### src/rtl/data_conv_pkg.sv
// Shared types and widths for the 8-bit to 16-bit word assembler.
package data_conv_pkg;

    localparam int BYTE_W    = 8;
    localparam int WORD_W    = 16;
    localparam int GAP_CNT_W = 16;

    typedef enum logic {
        IDLE,
        HALF
    } state_e;

endpackage

### src/rtl/data_8bit_to_16bit_if.sv
// Byte-in / word-out bus of the word assembler; master drives bytes and accepts words.
interface data_8bit_to_16bit_if;
    import data_conv_pkg::*;

    logic              i_en;
    logic [BYTE_W-1:0] i_data;
    logic              o_en;
    logic [WORD_W-1:0] o_data;
    logic              o_ready;
    logic              o_ovf;
    logic              o_timeout;

    modport master (
        output i_en, i_data, o_ready,
        input  o_en, o_data, o_ovf, o_timeout
    );

    modport slave (
        input  i_en, i_data, o_ready,
        output o_en, o_data, o_ovf, o_timeout
    );

endinterface

### src/rtl/data_8bit_to_16bit_gap_timer.sv
// Counts idle cycles while half a word is held; expire fires on the last allowed idle cycle.
module gap_timer
    import data_conv_pkg::*;
#(
    parameter logic [GAP_CNT_W-1:0] GAP_CYCLES = 16'd50000
) (
    input  logic clk,
    input  logic rst,
    input  logic clear,
    input  logic run,
    output logic expire
);

    localparam logic [GAP_CNT_W-1:0] LAST = GAP_CYCLES - 16'd1;

    logic [GAP_CNT_W-1:0] count_q, count_d;

    always_comb begin
        count_d = count_q;
        if (clear) begin
            count_d = '0;
        end else if (run) begin
            count_d = count_q + 16'd1;
        end
    end

    // A zero limit disables expiry; the counter then just wraps harmlessly.
    assign expire = (GAP_CYCLES != '0) && run && (count_q == LAST);

    always_ff @(posedge clk) begin
        if (rst) begin
            count_q <= '0;
        end else begin
            count_q <= count_d;
        end
    end

endmodule

### src/rtl/data_8bit_to_16bit.sv
// Packs pairs of byte strobes into 16-bit words with a one-entry output register.
// Optional statistics counters are enabled by defining DATA_8BIT_TO_16BIT_STAT_EN.
module data_8bit_to_16bit
    import data_conv_pkg::*;
#(
    parameter int                   MSB_FIRST  = 1,
    parameter logic [GAP_CNT_W-1:0] GAP_CYCLES = 16'd50000
) (
    input logic                 clk,
    input logic                 rst,
    data_8bit_to_16bit_if.slave bus
`ifdef DATA_8BIT_TO_16BIT_STAT_EN
    ,
    output logic [15:0]         o_word_cnt,
    output logic [7:0]          o_drop_cnt
`endif
);

    state_e            state_q, state_d;
    logic [BYTE_W-1:0] byte_q, byte_d;
    logic [WORD_W-1:0] data_q, data_d, word_new;
    logic              en_q, en_d;
    logic              ovf_q, ovf_d;
    logic              tmo_q, tmo_d;
    logic              capture, word_done, timer_clear, timer_run, expire, load;

    gap_timer #(
        .GAP_CYCLES(GAP_CYCLES)
    ) u_gap_timer (
        .clk   (clk),
        .rst   (rst),
        .clear (timer_clear),
        .run   (timer_run),
        .expire(expire)
    );

    // NOTE: clocked state uses non-blocking assignments so every register samples pre-edge values.
    always_ff @(posedge clk) begin
        if (rst) begin
            state_q <= IDLE;
        end else begin
            state_q <= state_d;
        end
    end

    // NOTE: every combinational output gets a default first so no latch is inferred.
    always_comb begin
        state_d = state_q;
        case (state_q)
            IDLE:    if (bus.i_en) state_d = HALF;
            HALF:    if (bus.i_en || expire) state_d = IDLE;
            default: state_d = IDLE;
        endcase
    end

    always_comb begin
        capture     = 1'b0;
        word_done   = 1'b0;
        timer_clear = 1'b1;
        timer_run   = 1'b0;
        case (state_q)
            IDLE: capture = bus.i_en;
            HALF: begin
                word_done   = bus.i_en;
                timer_clear = bus.i_en;
                timer_run   = !bus.i_en;
            end
            default: ;
        endcase
    end

    assign word_new = (MSB_FIRST != 0) ? {byte_q, bus.i_data} : {bus.i_data, byte_q};

    // A completed word loads only if the slot is empty or drains this same cycle.
    assign load = word_done && (!en_q || bus.o_ready);

    always_comb begin
        byte_d = capture ? bus.i_data : byte_q;
        data_d = load ? word_new : data_q;
        en_d   = load || (en_q && !bus.o_ready);
        ovf_d  = word_done && en_q && !bus.o_ready;
        tmo_d  = expire;
    end

    always_ff @(posedge clk) begin
        if (rst) begin
            byte_q <= '0;
            data_q <= '0;
            en_q   <= 1'b0;
            ovf_q  <= 1'b0;
            tmo_q  <= 1'b0;
        end else begin
            byte_q <= byte_d;
            data_q <= data_d;
            en_q   <= en_d;
            ovf_q  <= ovf_d;
            tmo_q  <= tmo_d;
        end
    end

    assign bus.o_en      = en_q;
    assign bus.o_data    = data_q;
    assign bus.o_ovf     = ovf_q;
    assign bus.o_timeout = tmo_q;

`ifdef DATA_8BIT_TO_16BIT_STAT_EN
    logic [15:0] word_cnt_q, word_cnt_d;
    logic [7:0]  drop_cnt_q, drop_cnt_d;

    always_comb begin
        word_cnt_d = word_cnt_q;
        drop_cnt_d = drop_cnt_q;
        if (en_q && bus.o_ready) begin
            word_cnt_d = word_cnt_q + 16'd1;
        end
        if ((ovf_d || tmo_d) && (drop_cnt_q != 8'hFF)) begin
            drop_cnt_d = drop_cnt_q + 8'd1;
        end
    end

    always_ff @(posedge clk) begin
        if (rst) begin
            word_cnt_q <= '0;
            drop_cnt_q <= '0;
        end else begin
            word_cnt_q <= word_cnt_d;
            drop_cnt_q <= drop_cnt_d;
        end
    end

    assign o_word_cnt = word_cnt_q;
    assign o_drop_cnt = drop_cnt_q;
`endif

endmodule

### src/flat_wrapper.sv
// flat-port wrapper written by rule: the top's interface ports become plain ports
module data_8bit_to_16bit_flat import data_conv_pkg::*;
#(
    parameter int                   MSB_FIRST  = 1,
    parameter logic [GAP_CNT_W-1:0] GAP_CYCLES = 16'd50000
)
  (clk, rst, bus_i_en, bus_i_data, bus_o_ready, bus_o_en, bus_o_data, bus_o_ovf, bus_o_timeout);
  data_8bit_to_16bit_if bus_i ();
  input logic clk;
  input logic rst;
  input wire logic [$bits(bus_i.i_en)-1:0] bus_i_en;
  input wire logic [$bits(bus_i.i_data)-1:0] bus_i_data;
  input wire logic [$bits(bus_i.o_ready)-1:0] bus_o_ready;
  output wire logic [$bits(bus_i.o_en)-1:0] bus_o_en;
  output wire logic [$bits(bus_i.o_data)-1:0] bus_o_data;
  output wire logic [$bits(bus_i.o_ovf)-1:0] bus_o_ovf;
  output wire logic [$bits(bus_i.o_timeout)-1:0] bus_o_timeout;
  assign bus_i.i_en = bus_i_en;
  assign bus_i.i_data = bus_i_data;
  assign bus_i.o_ready = bus_o_ready;
  assign bus_o_en = bus_i.o_en;
  assign bus_o_data = bus_i.o_data;
  assign bus_o_ovf = bus_i.o_ovf;
  assign bus_o_timeout = bus_i.o_timeout;
  data_8bit_to_16bit #(.MSB_FIRST(MSB_FIRST), .GAP_CYCLES(GAP_CYCLES)) u_core (.clk(clk), .rst(rst), .bus(bus_i));
endmodule
### config.mk
export PLATFORM = sky130hd
export DESIGN_NAME = data_8bit_to_16bit_flat
export DESIGN_NICKNAME = d
export VERILOG_FILES = /design/src/rtl/data_conv_pkg.sv /design/src/rtl/data_8bit_to_16bit_if.sv /design/src/rtl/data_8bit_to_16bit_gap_timer.sv /design/src/rtl/data_8bit_to_16bit.sv /design/src/flat_wrapper.sv
export SDC_FILE = /design/constraint.sdc
export NUM_CORES = 1
export LEC_CHECK = 0
export CAP_MARGIN = 20
export CELL_PAD_IN_SITES_DETAIL_PLACEMENT = 1
export CELL_PAD_IN_SITES_GLOBAL_PLACEMENT = 1
export CORE_MARGIN = 2
export CORE_UTILIZATION = 38
export DETAILED_ROUTE_END_ITERATION = 16
export HOLD_SLACK_MARGIN = 0.06
export PLACE_DENSITY_LB_ADDON = 0.1
export SYNTH_ARGS = -nofsm -noshare
export SYNTH_HDL_FRONTEND = slang
export SYNTH_SLANG_ARGS = --single-unit
### constraint.sdc
create_clock -name clk -period 1.7 [get_ports clk]
set_input_delay 0.17 -clock clk [delete_from_list [all_inputs] [get_ports clk]]
set_output_delay 0.17 -clock clk [all_outputs]
set_load 0.05 [all_outputs]
; ---- Word-level counts from Yosys, hierarchy flattened
; Index checks and enable logic that the tools add are counted.
[classes]
addsub = 1
eq_ne = 1
muxes = 7
n_bitwise = 1
reduce_logical = 12
[op_table]
columns = op, n
row1 = $add 16x1->16 const B, 1
row2 = $eq 16x16->1 const B, 1
row3 = $mux 1, 6
row4 = $logic_and 1x1->1, 5
row5 = $logic_not 1->1, 3
row6 = $logic_or 1x1->1, 3
row7 = $pmux 1 s2, 1
row8 = $reduce_or 2->1, 1
row9 = $not 1->1, 1
[word_totals]
reg_bits = 44
inputBits = 12

; ---- Depth between registers and ports, before layout
[logic_depth]
depth_word = 6
depth_mapped = 6
mapped_depth_nobuf = 5

; ---- Hierarchy
; From an unflattened synthesis, not the netlist that was laid out.
[hier_totals]
hier_cells = 210
hier_area_um2 = 2009.4
[modules_own_cells]
columns = mod, instances, cells_per_inst, area_per_inst_um2, seq_area_each_um2
row1 = data_8bit_to_16bit, 1, 120, 1198.6, 560.5
row2 = gap_timer, 1, 90, 810.8, 320.3

; ---- Least setup slack after synthesis
; OpenSTA, ideal clock, no wires.
[synth_path]
path_type = reg2reg
from = register u_core.en_q, in the netlist u_core.bus.o_en
to = register u_core.data_q[0], in the netlist u_core.bus.o_data[0]
setup_ns = 0.070
arrival_ns = 1.476
setup_slack_ns = 0.154
path_stages_with_launch = 6
path_buffers = 1
path_cell_list = dfxtp_1 nand2b_1 nand3_1 clkbuf_1 nand2_1 a21oi_1
[synth_via]
elab_chain_cells = 3
[synth_lines]
columns = element, line_no
row1 = from (decl), data_8bit_to_16bit.sv:22  ; logic en_q, en_d;
row2 = from (signal assigned), data_8bit_to_16bit.sv:95  ; en_q <= en_d;
row3 = $logic_not 1->1, data_8bit_to_16bit.sv:75  ; assign load = word_done && (!en_q || bus.o_ready);
row4 = $logic_or 1x1->1, data_8bit_to_16bit.sv:75
row5 = $logic_and 1x1->1, data_8bit_to_16bit.sv:75
row6 = to (signal assigned), data_8bit_to_16bit.sv:94  ; data_q <= data_d;
row7 = to (decl), data_8bit_to_16bit.sv:21  ; logic [WORD_W-1:0] data_q, data_d, word_new;
; No other way between the ends.
; A chain may end at the register's enable or synchronous reset.

; ---- Worst setup path in the final report
[layout_path]
from = register u_core.data_q[8], in the netlist u_core.bus.o_data[8]
to = output bus_o_data[8]
[layout_rtl]
columns = element, line_no
row1 = to (decl), flat_wrapper.sv:15  ; output wire logic [$bits(bus_i.o_data)-1:0] bus_o_data;
; No word-level cell between the ends.

==> results.yml <==
run_status:
  outcome: "completed"
placed_design:
  dp_cells: 283
  routabilityCongestion: 0.8359
  hpwl_um: 3205
  numPortBuffers: 30
sta:
  setup_viol: 0
  worstMarginPinSlew_ns: 0.5126
  hold_viol_final: 0
  clock.fmax_mhz: 610.9
  rsz0062_at_grt: "false"
  relSlewSlack_pct: 65.72
  fin_crit_ns: 1.637
  clock_skew_ns: 0.008454
  finalHoldWorstSlack_ns: 0.4483
  maxSlewViolCount: 0
  final.period_utilization_pct: 96.29
yosys:
  ys_warn_count: 0
  synth-simple-area-share_pct: 28.49
  synth_xor_area_share_pct: 4.602
  synth_top_family_by_area: "simple AND/OR/NAND/NOR gates"
  yosys.cell_types.count: 32
  synth_fa_ha_area_share_pct: 0.7305
  netlist_area_um2: 1713
  synth_edf_count: 0
  synth-compound-area-share_pct: 11.69
  synth_fp_nets: 215
  synth.area.mux_share_pct: 0
  synth_ff_type: "dfxtp_1"
  ys_async_sr_fraction_pct: 0
  ys_seq_area_share_pct: 51.42
  yosys_register_bits: 44
  syn_inst: 202
  synth.avg_cell_area_um2: 8.480
detailed_routing:
  wl_um: 4352
  drt-met1-wl_um: 1996
  detail_route.iter0.violations: 61
  wl_per_cell_um: 14.85
  wl_met2_um: 2137
  route.vias.total: 1496
  top_layer: "met4"
  postRouteAntennaNets: 0
  viasPerCell: 5.106
  drc: 0
  routed-wl-met3_um: 156
  firstDrtPassIters: 4
power:
  pwr_density_cell_nw_per_um2: 843.4
  ir_worst_vdd_v: 0.0004897
  p_leak_nw: 0.8145
setup_path:
  cp.required_ns: 1.53
  critPathBufInv: 1
  critPathLaunchType: "flip-flop"
  crit_family: "buffers and inverters"
  critical_path.cell_chain: "clkdlybuf4s50_1"
  crit_type: "reg -> out"
  crit_slowest_cell: "clkdlybuf4s50_1"
  worst_setup_path_end_kind: "output pin"
  critPathLaunch: "u_core.bus.o_data[8]"
  r2r-start: "u_core.u_gap_timer.count_q[4]"
  critPathMaxStageDelay_ns: 0.81
  worstPathArrival_ns: 1.47
  crit_fanout: 2
final_layout:
  n_fill_cell: 526
  final_cells: 293
  final_common_cell: "nand2_1"
  antennaDiodeCount: 0
  drive_above_1_share_pct: 10.37
  area_growth_pct: 29.88
  final_nets: 254
  final_cell_mix: "nand2_1 (54), dfxtp_1 (44), clkdlybuf4s50_1 (30), a21oi_1 (29), nor2_1 (16)"
clocking:
  cts_buffers: 5
  htreeDepth: 2
  cts.path.max_buffers: 2
  cts_root_buf: "clkbuf_8"
  holdBufCountCts: 0
  clk_pin_slew_ns: 0.08
  cts_tree: "done"
  clkLatencyLatePin_ns: 0.30
  cts_sinks: 44
grt:
  grt_util_all_layers_pct: 18.12
  grt_first_pass_wirelength_um: 7086
  gr-total-overflow: 0
  antenna_found_initial: 0
  grt_pass1_vias: 1521
  grt_max_degree: 28
die:
  ioPinCount: 31
  die_area_um2: 5061
  dieHeight_um: 71.14
  die_width_um: 71.14
  start_util_pct: 39.34
  coreArea_um2: 4354
  num_rows: 24
job:
  maxCapViolCount: 0
hold_path:
  hold_path_class: "in -> reg"
  hp-start: "bus_i_data[2]"
[timing repair]
action / in CTS / in global routing
resized for setup: 0 / 2
endpoints found under the setup margin: 0 / 5
hold endpoints to repair: 0 / 0
setup buffers: 0 / 3
[power by group]
group	switching [W]	internal [W]
clock	0.000352	0.000278
combinational	0.000107	0.0000712
sequential	0.0000139	0.00105
total	0.000473	0.00140
[cell usage after synthesis (all sizes together) (4+ instances only)]
cell type,number,area (um^2)
a21oi,29,145.1
buf,4,18.76
clkbuf,7,26.28
dfxtp,44,880.8
nand2,54,202.7
nand3,6,30.03
nor2,16,60.06
nor4,4,46.29
xnor2,7,61.31
[routing by layer]
layer  global-route usage (%)  vias up
met2                    30.86       25
met5                        0        -
met3                    4.701        5
li1                         -      750
met4                    6.080        0
met1                    22.15      716
[stage by stage]
step | setup TNS (ns) | util [%] | total power, W | worst slack, ns | cell area (um^2)
2_1_floorplan | 0 | - | 0.001190 | 0.1540 | 1713
3_3_place_gp | 0 | 48.42 | 0.001264 | 0.06090 | 2108
3_5_place_dp | -0.08119 | 48.42 | 0.001271 | -0.04626 | 2108
4_1_cts | 0 | 50.29 | 0.001902 | 0.05158 | 2190
5_1_grt | 0 | 51.09 | 0.001956 | 0.005642 | 2225
6_report | 0 | 51.09 | 0.001876 | 0.06302 | 2225
[state kept, by name (all words and copies together) (netlist names)]
name,cells
u_core.bus.o_data,16
u_core.bus.o_en,1
u_core.bus.o_ovf,1
u_core.bus.o_timeout,1
u_core.byte_q,8
u_core.state_q,1
u_core.u_gap_timer.count_q,16
[kinds of logic (layout without fill, tap and decap cells)]
| logic type | count (synthesis) | after routing |
|---|---|---|
| buffers and inverters | 13 | 52 |
| DFF | 44 | 44 |
| xor gates and xnor gates | 9 | 9 |
| and+or+nand+nor | 99 | 99 |
| AOI/OAI and AO/OA | 36 | 36 |
| adders and majority gates | 1 | 1 |
[worst paths after layout]
kind / to / cells past startpoint / slack, ns
worst max-delay path: bus_o_data[8] / 1 / 0.06
worst min-delay path: u_core.byte_q[2] / 3 / 0.45
worst max register to register: u_core.u_gap_timer.count_q[11] / 5 / 0.15
worst min register to register: u_core.bus.o_data[5] / 2 / 0.46
[layout make-up]
| cell class | instances | area, um^2 | share of cell area, % |
|---|---|---|---|
| repair buffers | 43 | 397.9 | 17.89 |
| clock buffers | 5 | 68.82 | 3.093 |
| clock inverters | 2 | 12.51 | 0.5624 |
| flip-flops and latches | 44 | 880.8 | 39.60 |
| well taps | 52 | 65.06 | 2.925 |
| multi-input cells | 145 | 792.0 | 35.60 |
| inverters | 2 | 7.507 | 0.3375 |
(Power assumes the default switching activity.)
